File: config.mk
export PLATFORM = sky130hd
export DESIGN_NAME = fetch_queue
export DESIGN_NICKNAME = d
export VERILOG_FILES = /design/src/rtl/fetch_queue_pkg.sv /design/src/rtl/fetch_queue_ram.sv /design/src/rtl/fetch_queue.sv
export SDC_FILE = /design/constraint.sdc
export NUM_CORES = 1
export LEC_CHECK = 0
export CORE_AREA = 2 2 289 206
export DETAILED_ROUTE_END_ITERATION = 12
export DIE_AREA = 0 0 291 208
export PLACE_DENSITY = 0.65
export SYNTH_ARGS = -nofsm -noshare
export SYNTH_HDL_FRONTEND = slang
export SYNTH_SLANG_ARGS = --single-unit
export TNS_END_PERCENT = 50
File: constraint.sdc
create_clock -name clk -period 15.1 [get_ports clk]
set_clock_uncertainty 0.2 [all_clocks]
set_input_delay 1.51 -clock clk [delete_from_list [all_inputs] [get_ports clk]]
set_output_delay 1.51 -clock clk [all_outputs]
set_load 0.005 [all_outputs]
File: src/rtl/fetch_queue_pkg.sv
// Shared constants and helpers for the instruction fetch queue.
package fetch_queue_pkg;

    localparam int LINE_WORDS_DEFAULT = 4;
    localparam int WORD_BYTES         = 4;

    // Bits needed to index a word inside a cache line.
    function automatic int off_width(input int line_words);
        return $clog2(line_words);
    endfunction

endpackage

File: src/rtl/fetch_queue_ram.sv
// Line storage: DEPTH entries of {line base PC, line data}, one write port,
// asynchronous read, no reset on contents.
module fetch_queue_ram #(
    parameter int DEPTH = 4,
    parameter int WIDTH = 160
) (
    input  logic                     clk,
    input  logic                     we,
    input  logic [$clog2(DEPTH)-1:0] waddr,
    input  logic [WIDTH-1:0]         wdata,
    input  logic [$clog2(DEPTH)-1:0] raddr,
    output logic [WIDTH-1:0]         rdata
);

    logic [WIDTH-1:0] mem [DEPTH];

    always_ff @(posedge clk) begin
        if (we) begin
            mem[waddr] <= wdata;
        end
    end

    assign rdata = mem[raddr];

endmodule

File: src/rtl/fetch_queue.sv
// Instruction fetch queue: pulls whole cache lines from the icache and hands
// them to dispatch one word at a time. Handshakes: a request is icache_rd_en
// held high with a stable icache_pc_in; it completes on the cycle
// icache_dout_valid is high, or is cancelled by a one-cycle icache_abort.
// Dispatch consumes the head word on any cycle dispatch_rd_en is high while
// dispatch_empty is low.
module fetch_queue
    import fetch_queue_pkg::*;
#(
    parameter int          DEPTH      = 4,
    parameter int          LINE_WORDS = LINE_WORDS_DEFAULT,
    parameter logic [31:0] RESET_PC   = 32'h0000_0000
) (
    input  logic                       clk,
    input  logic                       rst,
    output logic [31:0]                icache_pc_in,
    output logic                       icache_rd_en,
    output logic                       icache_abort,
    input  logic [32*LINE_WORDS-1:0]   icache_dout,
    input  logic                       icache_dout_valid,
    output logic [31:0]                dispatch_pc_out,
    output logic [31:0]                dispatch_inst,
    output logic                       dispatch_empty,
    input  logic                       dispatch_rd_en,
    input  logic [31:0]                dispatch_jump_branch_address,
    input  logic                       dispatch_jump_branch_valid,
    output logic [$clog2(DEPTH):0]     level
);

    localparam int          AW         = $clog2(DEPTH);
    localparam int          OW         = off_width(LINE_WORDS);
    localparam int          LINE_BITS  = 32 * LINE_WORDS;
    localparam int          LINE_BYTES = WORD_BYTES * LINE_WORDS;
    localparam int          ENTRY_BITS = LINE_BITS + 32;
    localparam logic [31:0] LINE_MASK  = ~(32'(LINE_BYTES) - 32'd1);

    logic [31:0]         fetch_pc;
    logic [AW-1:0]       wr_ptr;
    logic [AW-1:0]       rd_ptr;
    logic [AW:0]         level_q;
    logic [OW-1:0]       off;

    logic                empty_q;
    logic                consume;
    logic                pop;
    logic                push;
    logic                rd_en_int;
    logic [ENTRY_BITS-1:0] head;
    logic [LINE_BITS-1:0]  head_line;
    logic [31:0]           head_pc;

    assign empty_q   = (level_q == '0);
    // A redirect wins over both ends of the queue in the same cycle.
    assign consume   = dispatch_rd_en && !empty_q && !dispatch_jump_branch_valid;
    assign pop       = consume && (off == OW'(LINE_WORDS - 1));
    assign rd_en_int = !rst && ((level_q != (AW+1)'(DEPTH)) || pop);
    assign push      = rd_en_int && icache_dout_valid && !dispatch_jump_branch_valid;

    assign icache_rd_en   = rd_en_int;
    assign icache_abort   = rd_en_int && dispatch_jump_branch_valid;
    assign icache_pc_in   = rst ? RESET_PC : fetch_pc;
    assign dispatch_empty = rst || empty_q;
    assign level          = rst ? '0 : level_q;

    fetch_queue_ram #(
        .DEPTH (DEPTH),
        .WIDTH (ENTRY_BITS)
    ) u_ram (
        .clk   (clk),
        .we    (push),
        .waddr (wr_ptr),
        .wdata ({fetch_pc, icache_dout}),
        .raddr (rd_ptr),
        .rdata (head)
    );

    assign head_line       = head[LINE_BITS-1:0];
    assign head_pc         = head[LINE_BITS +: 32];
    assign dispatch_inst   = head_line[32*int'(off) +: 32];
    assign dispatch_pc_out = head_pc + {{(30-OW){1'b0}}, off, 2'b00};

    always_ff @(posedge clk) begin
        if (rst) begin
            fetch_pc <= RESET_PC;
            wr_ptr   <= '0;
            rd_ptr   <= '0;
            level_q  <= '0;
            off      <= '0;
        end else if (dispatch_jump_branch_valid) begin
            // The first line fetched after a redirect starts at the target word.
            fetch_pc <= dispatch_jump_branch_address & LINE_MASK;
            wr_ptr   <= '0;
            rd_ptr   <= '0;
            level_q  <= '0;
            off      <= dispatch_jump_branch_address[OW+1:2];
        end else begin
            if (push) begin
                wr_ptr   <= wr_ptr + 1'b1;
                fetch_pc <= fetch_pc + 32'(LINE_BYTES);
            end
            if (pop) begin
                rd_ptr <= rd_ptr + 1'b1;
            end
            if (consume) begin
                off <= pop ? '0 : off + 1'b1;
            end
            if (push && !pop) begin
                level_q <= level_q + 1'b1;
            end else if (pop && !push) begin
                level_q <= level_q - 1'b1;
            end
        end
    end

endmodule
# Word level (Yosys, flattened, before mapping)
# Memories as Yosys holds them, arrays and structs flattened. A register that Yosys moved wholly into a read port is not among the register bits.
# Index checks and enable logic that the tools add are counted.
# W data, S select, Z words.
# op_classes
n_addsub	7
eq_ne	2
shifts	1
n_mux	13
n_reduce_logical	21
# ops
operator	n
$shiftx A128 B8 Y32	1
$mux W32	3
$add A32 B4 Y32	1
$add A32 B5 Y32 const B	1
$mux W2	5
$logic_and A1 B1 Y1	9
$mux W3	3
$add A2 B1 Y2 const B	3
$reduce_bool A2 Y1	3
$logic_not A1 Y1	5
$add A3 B1 Y3 const B	1
$logic_not A3 Y1	1
$ne A3 B3 Y1 const B	1
$sub A3 B1 Y3 const B	1
$eq A2 B2 Y1 const B	1
$logic_or A1 B1 Y1	2
$mux W1	2
$reduce_or A2 Y1	1
# totals
ff_bits	41
mem_bits_rw	640
in_bits	165
out_inout_bits	102
elab_cells	51
memories	1
# mem_list
name	depth	width	rd	rd_ports_with_merged_regs	wr	line	rtl
u_ram.mem	4	160	1	1	1	fetch_queue_ram.sv:15	logic [WIDTH-1:0] mem [DEPTH];

# Depth between registers and ports, before layout
# logic_depth
ltp_word	13
ltp_mapped	12
mapped_depth_nobuf	10

# By module
# A second synthesis with hierarchy kept.
# hier_totals
cells_unflattened	1289
area_unflattened_um2	27014.7
# modules_own_cells
mod	n_inst	cells_per_inst	area_per_inst_um2	seq_area_each_um2
fetch_queue_ram	1	840	23094.6	19218.4
fetch_queue	1	449	3920.0	740.7

# Least setup slack after synthesis
# No wires, ideal clock.
# synth_timing
path_type	input port to flip-flop
startpoint	input dispatch_jump_branch_valid
endpoint	memory u_ram.mem[0][0], enable pin
setup_ps	535
t_arrival_ps	5810
required_ps	14365
slack_ps	8556
cell_stages	5
n_path_buf	2
cell_sequence	and3b_1 > buf_2 > o21a_1 > buf_2 > and3_1
# synth_between
elab_chain_len	9
# synth_lines
element	line	rtl
from (decl)	fetch_queue.sv:26	input logic dispatch_jump_branch_valid,
$logic_not A1 Y1 (*)	fetch_queue.sv:54, fetch_queue.sv:57	
$logic_and A1 B1 Y1	fetch_queue.sv:54	assign consume = dispatch_rd_en && !empty_q && !dispatch_jump_branch_valid;
$logic_and A1 B1 Y1	fetch_queue.sv:55	assign pop = consume && (off == OW'(LINE_WORDS - 1));
$logic_or A1 B1 Y1	fetch_queue.sv:56	assign rd_en_int = !rst && ((level_q != (AW+1)'(DEPTH)) || pop);
$logic_and A1 B1 Y1	fetch_queue.sv:56	
$logic_and A1 B1 Y1	fetch_queue.sv:57	assign push = rd_en_int && icache_dout_valid && !dispatch_jump_branch_valid;
$logic_and A1 B1 Y1 (*)	fetch_queue.sv:57	
$mux W1 (*)	fetch_queue_ram.sv:18	if (we) begin
$mux W1 (not written as such) (*)	fetch_queue_ram.sv:19	mem[waddr] <= wdata;
to (decl)	fetch_queue_ram.sv:15	
# Mark *: on every way between the ends. The rest lies on a longest branch, timed or not.

==> impl_metrics.py <==
metrics = {
    "run_status": {
        "status": "finished clean",
    },
    "synth": {
        "syn_inst": 1180,
        "ys_seq_elements": 663,
        "postSynthAreaPerCell_um2": 21.8,
        "synth_warnings": 0,
        "synth_edf_count": 624,
        "synth_cell_type_count": 54,
        "synth_ff_type": "edfxtp_1",
        "syn_area_um2": 25800,
        "synth_async_sr_flop_share": 0,
        "synth_seq_area_share": 0.758,
    },
    "route": {
        "num_vias": 12500,
        "drtAntennaViolNets": 0,
        "drt_iter0_drc": 988,
        "viasPerCell": 5.54,
        "avgRoutedWirePerCell_um": 23.9,
        "first_pass_iters": 5,
        "drcViolationCount": 0,
        "drt-total-wl_um": 54100,
    },
    "timing": {
        "setup_tns_ns": 0,
        "period_share": 0.375,
        "worstMarginPinSlew_ns": 1.08,
        "worst_slack_ns": 9.44,
        "post-route-min-period_ns": 5.66,
        "drv_slew": 0,
        "fmaxAchievable_mhz": 177,
        "rsz0062_at_grt": "no",
        "hold_viol_final": 0,
        "finalSetupViolations": 0,
        "relSlewSlack": 0.274,
    },
    "critical_path": {
        "worst-path-max-fanout": 49,
        "crit_type": "reg -> out",
        "r2r-start": "off[0]$_SDFFE_PP0P_",
        "crit_path_end_kind": "output port",
        "arrival_ns": 3.95,
        "start_kind": "register",
        "r2r_end": "u_ram.mem[1][63]$_DFFE_PP_",
        "cp.required_ns": 13.39,
        "rr_worst_depth": 5,
        "r2r_setup_slack_ns": 10.69,
    },
    "pwr": {
        "p_per_area_nw_per_um2": 124,
        "p_leak_uw": 0.00961,
        "ir_drop_mv": 0.0880,
    },
    "floorplan": {
        "ios": 267,
        "start_util": 0.447,
        "dieArea_um2": 60500,
        "placementRows": 74,
        "coreArea_um2": 57700,
        "die_h_um": 208,
        "fp.dieW_um": 291,
    },
    "global_routing": {
        "grt_usage": 0.180,
        "grt_pass1_vias": 13100,
        "grt_max_degree": 68,
        "grt_pass1_wl_um": 82100,
        "grt_antenna_before_repair": 6,
        "overflow": 0,
    },
    "placement": {
        "dp_slack_ns": 9.73,
        "place_congestion": 0.834,
        "dp_hpwl_um": 31400,
        "dpl-instance-area_um2": 29100,
        "port_buffers": 258,
    },
    "worst_hold_path": {
        "holdPathEnd": "wr_ptr[1]$_SDFFE_PP0P_",
        "worstHoldStart": "wr_ptr[1]$_SDFFE_PP0P_",
        "hold_path_depth": 2,
        "hp-class": "reg -> reg",
    },
    "finish": {
        "final_cell_mix": "edfxtp_1 (624), clkdlybuf4s50_1 (257), mux4_2 (188), clkbuf_16 (62), nor2_1 (39)",
        "syn_to_final_growth_pct": 21.6,
        "layout-drive-gt1-share": 0.212,
        "nets": 1623,
        "fill_cells": 4408,
        "finalInstanceArea_um2": 31300,
        "layout_commonest_cell": "edfxtp_1",
    },
    "clock_tree": {
        "cts_buffers": 61,
        "clk_pin_slew_ns": 0.06,
        "clk_path_buf_depth": 3,
        "cts_resized": 0,
        "clkLatencyLatePin_ns": 0.61,
        "cts.sinks": 663,
        "cts_hold_buf": 0,
        "cts_tree": "yes",
        "clock-root-buffer": "clkbuf_16",
        "cts_setup_buffers": 0,
        "cts.htree.levels": 2,
    },
    "flow_run": {
        "maxCapViolCount": 0,
    },
}
[area by class of cell]
cell class	instances	area [um^2]	share of cell area
multi-input cells	435	5900	0.188
inverters	15	56.3	0.00180
repair buffers	274	2700	0.0861
diodes	3	7.51	0.000240
flip-flops and latches	663	19500	0.624
clock inverters	43	606	0.0193
clock buffers	69	1580	0.0504
well taps	760	951	0.0304
[state kept, by name, indices dropped and copies added, names as in the netlist, named ones only]
register,count
u_ram.mem,624
fetch_pc,28
level_q,3
off,2
rd_ptr,2
wr_ptr,2
[where the power goes]
group / internal, uW / total (uW) / switching (uW) / leakage [uW]
sequential: 2040 / 2060 / 25.3 / 0.00597
clock: 992 / 1660 / 669 / 0.00107
combinational: 98.4 / 169 / 70.5 / 0.00257
[logic make-up (layout without fill, tap and decap cells)]
logic type | count (synthesis) | after routing | synth area share
flops | 663 | 663 | 0.758
mux | 192 | 192 | 0.166
simple gates | 150 | 150 | 0.0331
buf+inv | 87 | 401 | 0.0151
compound gates | 71 | 71 | 0.0213
fa+ha+maj | 8 | 8 | 0.00418
xor+xnor | 8 | 8 | 0.00272
other cells | 1 | 9 | 0.000146
[synthesized netlist by cell type (all sizes together) (4+ instances only)]
cell    count  area (um^2)
a211oi      6         45.0
a21oi       6         30.0
a311oi     15          131
and3        8         50.1
and4        7         62.6
buf        35          193
clkbuf     37          139
dfxtp      39          781
edfxtp    624        18700
ha          7         87.6
inv        15         56.3
mux4      188         4230
nand2      15         56.3
nand3      10         50.1
nand4       8         62.6
nor2       39          146
nor2b      29          184
nor3        4         20.0
o211ai      7         52.6
o21ai       5         25.0
o31a        7         61.3
o31ai      12         90.1
or3         5         31.3
or4        16          124
xor2        5         43.8
[stage by stage]
| step | power [uW] | instances | hold slack (ns) | util |
|---|---|---|---|---|
| floorplan | 2160 | 1185 | 0.269 | - |
| global placement | 2270 | 2147 | 0.283 | 0.505 |
| detailed placement | 2270 | 2147 | 0.290 | 0.505 |
| CTS | 3940 | 2259 | 0.300 | 0.543 |
| global route | 4020 | 2260 | 0.320 | 0.543 |
| finish | 3890 | 2262 | 0.299 | 0.543 |
[routing by layer]
layer  vias to the layer above  wire (um)  track usage
li1                       5540          -            -
met4                         8        947       0.0445
met3                        66       2740       0.0372
met2                       290      26000        0.285
met5                         -         58            0
met1                      6617      24300        0.257
[worst max-delay path: stages (launching register included)]
cell             delay (ns)
dfxtp_4                0.77
buf_4                  0.90
mux4_2                 0.62
mux4_2                 0.50
clkdlybuf4s50_1        0.51
[worst max path at each step]
stage / start / to / slack [ns] / cells past startpoint
after CTS: register / dispatch_inst[25] / 9.22 / 4
after floorplan: dispatch_jump_branch_valid / u_ram.mem[0][0]$_DFFE_PP_ / 8.56 / 5
final: register / dispatch_inst[25] / 9.44 / 4
after global placement: dispatch_jump_branch_valid / u_ram.mem[1][49]$_DFFE_PP_ / 9.75 / 6
after detailed placement: dispatch_jump_branch_valid / u_ram.mem[0][49]$_DFFE_PP_ / 9.73 / 6
after global routing: register / dispatch_inst[25] / 9.08 / 4
Note: power is estimated with default switching activity, not from simulation.
==> patch 1 (same flow settings) <==
Put a register stage on the output `level`, cleared by the reset. The value now appears one clock later. The other outputs are not delayed to match.
--- a/src/rtl/fetch_queue.sv
+++ b/src/rtl/fetch_queue.sv
@@ -62,3 +62,9 @@
     assign dispatch_empty = rst || empty_q;
-    assign level          = rst ? '0 : level_q;
+    always_ff @(posedge clk) begin
+        if (rst) begin
+            level <= '0;
+        end else begin
+            level <= rst ? '0 : level_q;
+        end
+    end
 
Formal check against the unedited RTL: not equivalent (a bounded check fails within 4 cycles, from zero or initial values and one cycle with rst high).
==> patch 1 against the original RTL <==
Sequential cell count rose by 3. Worst setup slack better by 0.054 ns. Critical endpoint unchanged. Die area did not move. Register-to-register slack lost 0.33 ns. Design area shrank 0.37%. Power shrank 1.7%. Non-clock buffer count is 1 lower. First-iteration DRC count shrank 15%. Count of clock-buffer cells in the layout grew 16. Wire length down 2.4%. Area after synthesis is 0.29% lower.
==> patch 1: results (changes against the original RTL) <==
metric	value	unit	change
ys_top_cells_by_count	624 x edfxtp_1, 188 x mux4_2, 42 x dfxtp_1		
num-nets-final	1617		-0.37%
htree_levels	3		+1
use_met2	27.3	%	-1.2 points
ir_worst_vdd	0.0922	mV	+4.7%
rr_worst_depth	7		+2
clk_latency	0.57	ns	-0.04 ns
dr.pass1.iters	8		+3
yosys.cell_types.count	51		-5.6%
totalWireLength	52800	um	-2.4%
dp_hpwl	30900	um	-1.6%
grt_pass1_wl	80200	um	-2.3%
synthTopCellsByArea	edfxtp_1 73%, mux4_2 16%, dfxtp_1 3.3%		
drive_gt1_share	21.0	%	-0.22 points
grtUsageMet1	25.4	%	-0.33 points
cts_setup_buffers	0		unchanged
regToRegSetupSlack	10.36	ns	-0.33 ns
dpl_cell_area	0.0291	mm^2	-0.17%
r2r-end	u_ram.mem[3][115]$_DFFE_PP_		
wire_per_inst	23.4	um	-2.2%
drt_iter0_markers	837		-15%
crit_fanout	44		-10%
reg2reg_from	off[1]$_SDFFE_PP0P_		
synth_seq_area_share	76.2	%	+0.45 points
met2_length	25300	um	-2.9%
grt_usage	17.7	%	-0.30 points
num_vias	12304		-1.7%
met3_length	2680	um	-2.1%
preCtsSetupSlack	9.33	ns	-0.398 ns
p_leak	9.61	nW	about the same
hold_ws	0.319	ns	+0.0199 ns
globalRouteMet3Util	4.08	%	+0.36 points
synthCells	1162		-1.5%
m1WireLength	23800	um	-1.9%
cts_made_buffers	66		+8.2%
place_inst	2136		-0.51%
crit_path_max_incr_delay	0.98	ns	+0.08 ns
grt_max_degree	82		+21%
outcome	finished, final reports clean		
cp.arrival	3.90	ns	-0.05 ns
place.gp.congestion	0.844		+1.2%
==> patch 1: cell count changes after synthesis, sizes merged, moves of 6 or more <==
cell / change
xor2: +14
nand4: +6
inv: -7
clkbuf: -9
o31ai: -11
xnor2: +8
o211ai: -6
a311oi: -12
a211oi: +11
or4: -16
o31a: -7
and2: +8
==> patch 1: power breakdown <==
part / switching (mW) / total (mW) / internal (mW)
Sequential: 0.0230 / 2.07 / 2.04
Combinational: 0.0685 / 0.162 / 0.0939
Clock: 0.657 / 1.60 / 0.939
==> patch 1: how the worst max path moves through the flow <==
stage	cells past startpoint	to	from	slack, ns
after global placement	7	u_ram.mem[3][2]$_DFFE_PP_	dispatch_jump_branch_valid	9.40
after detailed placement	7	u_ram.mem[3][2]$_DFFE_PP_	dispatch_jump_branch_valid	9.33
final	4	dispatch_inst[25]	flip-flop	9.49
after CTS	4	dispatch_inst[25]	flip-flop	9.26
after floorplan	5	u_ram.mem[0][0]$_DFFE_PP_	dispatch_jump_branch_valid	8.50
after global routing	4	dispatch_inst[25]	flip-flop	9.14
==> patch 1: cell type report <==
cell class                 count  area, um^2
clock buffer                  85        1780
inverter                       9        33.8
antenna                        7        17.5
clock inverter                30         322
timing repair buffer         273        2700
multi-input combinational    428        5810
fill                        4415       26500
tap                          760         951
sequential                   666       19600
==> patch 1: cell families after synthesis <==
| logic type | synth area share (%) |
|---|---|
| fa+ha+maj | 0.419 |
| simple gates | 3.11 |
| xor+xnor | 1.02 |
| compound gates | 1.32 |
| buf+inv | 1.31 |
| mux | 16.6 |
| other cells | 0.0146 |
| flops | 76.2 |
==> patch 1: worst register-to-register path: stages (launching register included) <==
cell and delay (ns):
dfxtp_4 1.02, ha_1 0.37, nand3b_1 0.27, a21oi_4 0.48
nand2b_1 0.27, inv_1 0.21, and2_4 0.56, buf_4 0.80
==> patch 2 (same settings) <==
Without the edit above. Set the package constant `LINE_WORDS_DEFAULT` to 2 (it was 4).
--- a/src/rtl/fetch_queue_pkg.sv
+++ b/src/rtl/fetch_queue_pkg.sv
@@ -3,3 +3,3 @@
 
-    localparam int LINE_WORDS_DEFAULT = 4;
+    localparam int LINE_WORDS_DEFAULT = 2;
     localparam int WORD_BYTES         = 4;
Interface: changed (resized icache_dout); port bits go from 267 to 203. The function was not compared with the original's and may differ.
==> patch 2 against the original RTL <==
Worst setup slack gained 0.31 ns. Power decreased by 38%. Area after synthesis down 36%. Sequential cell count shrank 252. Design area fell by 34%. Sequential power fell by 38%. Count of clock-buffer cells in the layout down 12. Wire length decreased by 27%. Non-clock buffer count decreased by 65. Fmax grew 5.8%. First-iteration DRC count decreased by 38%. Synthesized cell count fell by 27%. Largest power group unchanged. Highest routed layer unchanged.
==> patch 2: results (changes against the original RTL) <==
metric	value	unit	change
cts.clk_slew.worst_paths	0.06	ns	about the same
antenna_found_initial	3		-3
wire_per_inst	21.1	um	-12%
dr.pass1.iters	4		-1
synth_flop_cell	edfxtp_1		
crit_path_max_incr_delay	0.56	ns	-0.34 ns
p_leak	6.31	nW	-34%
cts_made_buffers	43		-30%
synthTopCellsByArea	edfxtp_1 68%, mux4_2 13%, dfxtp_1 4.8%		
drt_iter0_markers	611		-38%
clk_latency	0.56	ns	-0.05 ns
outcome	finished, final reports clean		
synth_async_sr_flop_share	0	%	unchanged
stdcell_count	1859		-18%
cts_setup_buffers	0		unchanged
synth_seq_area_share	72.8	%	-3.0 points
ys_warn_count	0		unchanged
tightest_slew	0.998	ns	-0.0842 ns
diodes	0		-3
htree_levels	2		unchanged
ir_worst_vdd	0.0616	mV	-30%
cts-root-buf	clkbuf_16		
grt_usage	12.8	%	-5.1 points
viasPerCell	4.74		-14%
ys_top_cells_by_count	372 x edfxtp_1, 93 x mux4_2, 39 x dfxtp_1		
num-nets-final	1175		-28%
crit_fanout	34		-31%
grt_max_degree	56		-18%
place_inst	1782		-17%
clockBufferDepth	3		unchanged
drive_gt1_share	20.2	%	-1.0 points
cp_slowest_cell	nand3b_1		
dp_hpwl	23600	um	-25%
synth_edf_count	372		-40%
reg.largest.list	u_ram.mem x372, fetch_pc x29, level_q x3		
synthCells	861		-27%
hold_class	flip-flop to flip-flop		
yosys.cell_types.count	59		+9.3%
preCtsSetupSlack	9.34	ns	-0.382 ns
grt_pass1_wl	58600	um	-29%
drc	0		unchanged
grt_pass1_vias	9328		-29%
cp.arrival	3.64	ns	-0.31 ns
portBuffers	195		-24%
place.gp.congestion	0.766		-8.2%
cts_resized	0		unchanged
## patch 2: final cells by class
type                            instances  area (um^2)
Fill cell                            5352        37100
Sequential cell                       411        12000
Multi-Input combinational cell        388         4220
Timing Repair Buffer                  209         2050
Clock buffer                           57         1200
Tap cell                              760          951
Clock inverter                         20          141
Inverter                               14         52.6
## patch 2: cell families after synthesis
family                     synth area share (%)
AOI/OAI and AO/OA                          3.29
xor gates and xnor gates                  0.746
adders and majority gates                 0.579
buffers and inverters                      1.74
DFF                                        72.8
muxes                                      15.1
other                                    0.0228
and+or+nand+nor                            5.80
## patch 2: metrics by stage
| step | cell area [um^2] | utilization, % |
|---|---|---|
| final | 20600 | 35.7 |
| after global routing | 20600 | 35.7 |
| after CTS | 20600 | 35.7 |
| after detailed placement | 19200 | 33.3 |
| after global placement | 19200 | 33.3 |
| after floorplan | 16400 | - |
## patch 2: path summary, 6_finish.rpt
kind / from / to / slack, ns / depth (start not counted)
setup / recovery: dispatch_jump_branch_valid / icache_rd_en / 9.75 / 5
hold / removal: rd_ptr[1]$_SDFFE_PP0N_ / rd_ptr[1]$_SDFFE_PP0N_ / 0.33 / 2
setup reg to reg: off$_SDFFE_PP0P_ / u_ram.mem[3][28]$_DFFE_PP_ / 10.63 / 6
hold reg to reg: rd_ptr[1]$_SDFFE_PP0N_ / rd_ptr[1]$_SDFFE_PP0N_ / 0.33 / 2
## patch 2: worst max-delay path, delay by kind of cell
kind                   cells  cell delay (ns)
buffers and inverters      3             1.19
and+or+nand+nor            1             0.56
AOI/OAI and AO/OA          1             0.37
## patch 2: layer usage
| layer | vias to the layer above | part of all wire (%) | track usage, % |
|---|---|---|---|
| li1 | 3933 | - | - |
| met1 | 4557 | 46 | 17.8 |
| met2 | 263 | 46 | 20.1 |
| met3 | 65 | 6.1 | 3.03 |
| met4 | 2 | 2.2 | 3.59 |
| met5 | - | 0.033 | 0 |
## patch 2: power by group
part	internal, mW	total, mW	switching, mW
clock	0.579	1.02	0.437
sequential	1.26	1.27	0.0182
combinational	0.0678	0.121	0.0532
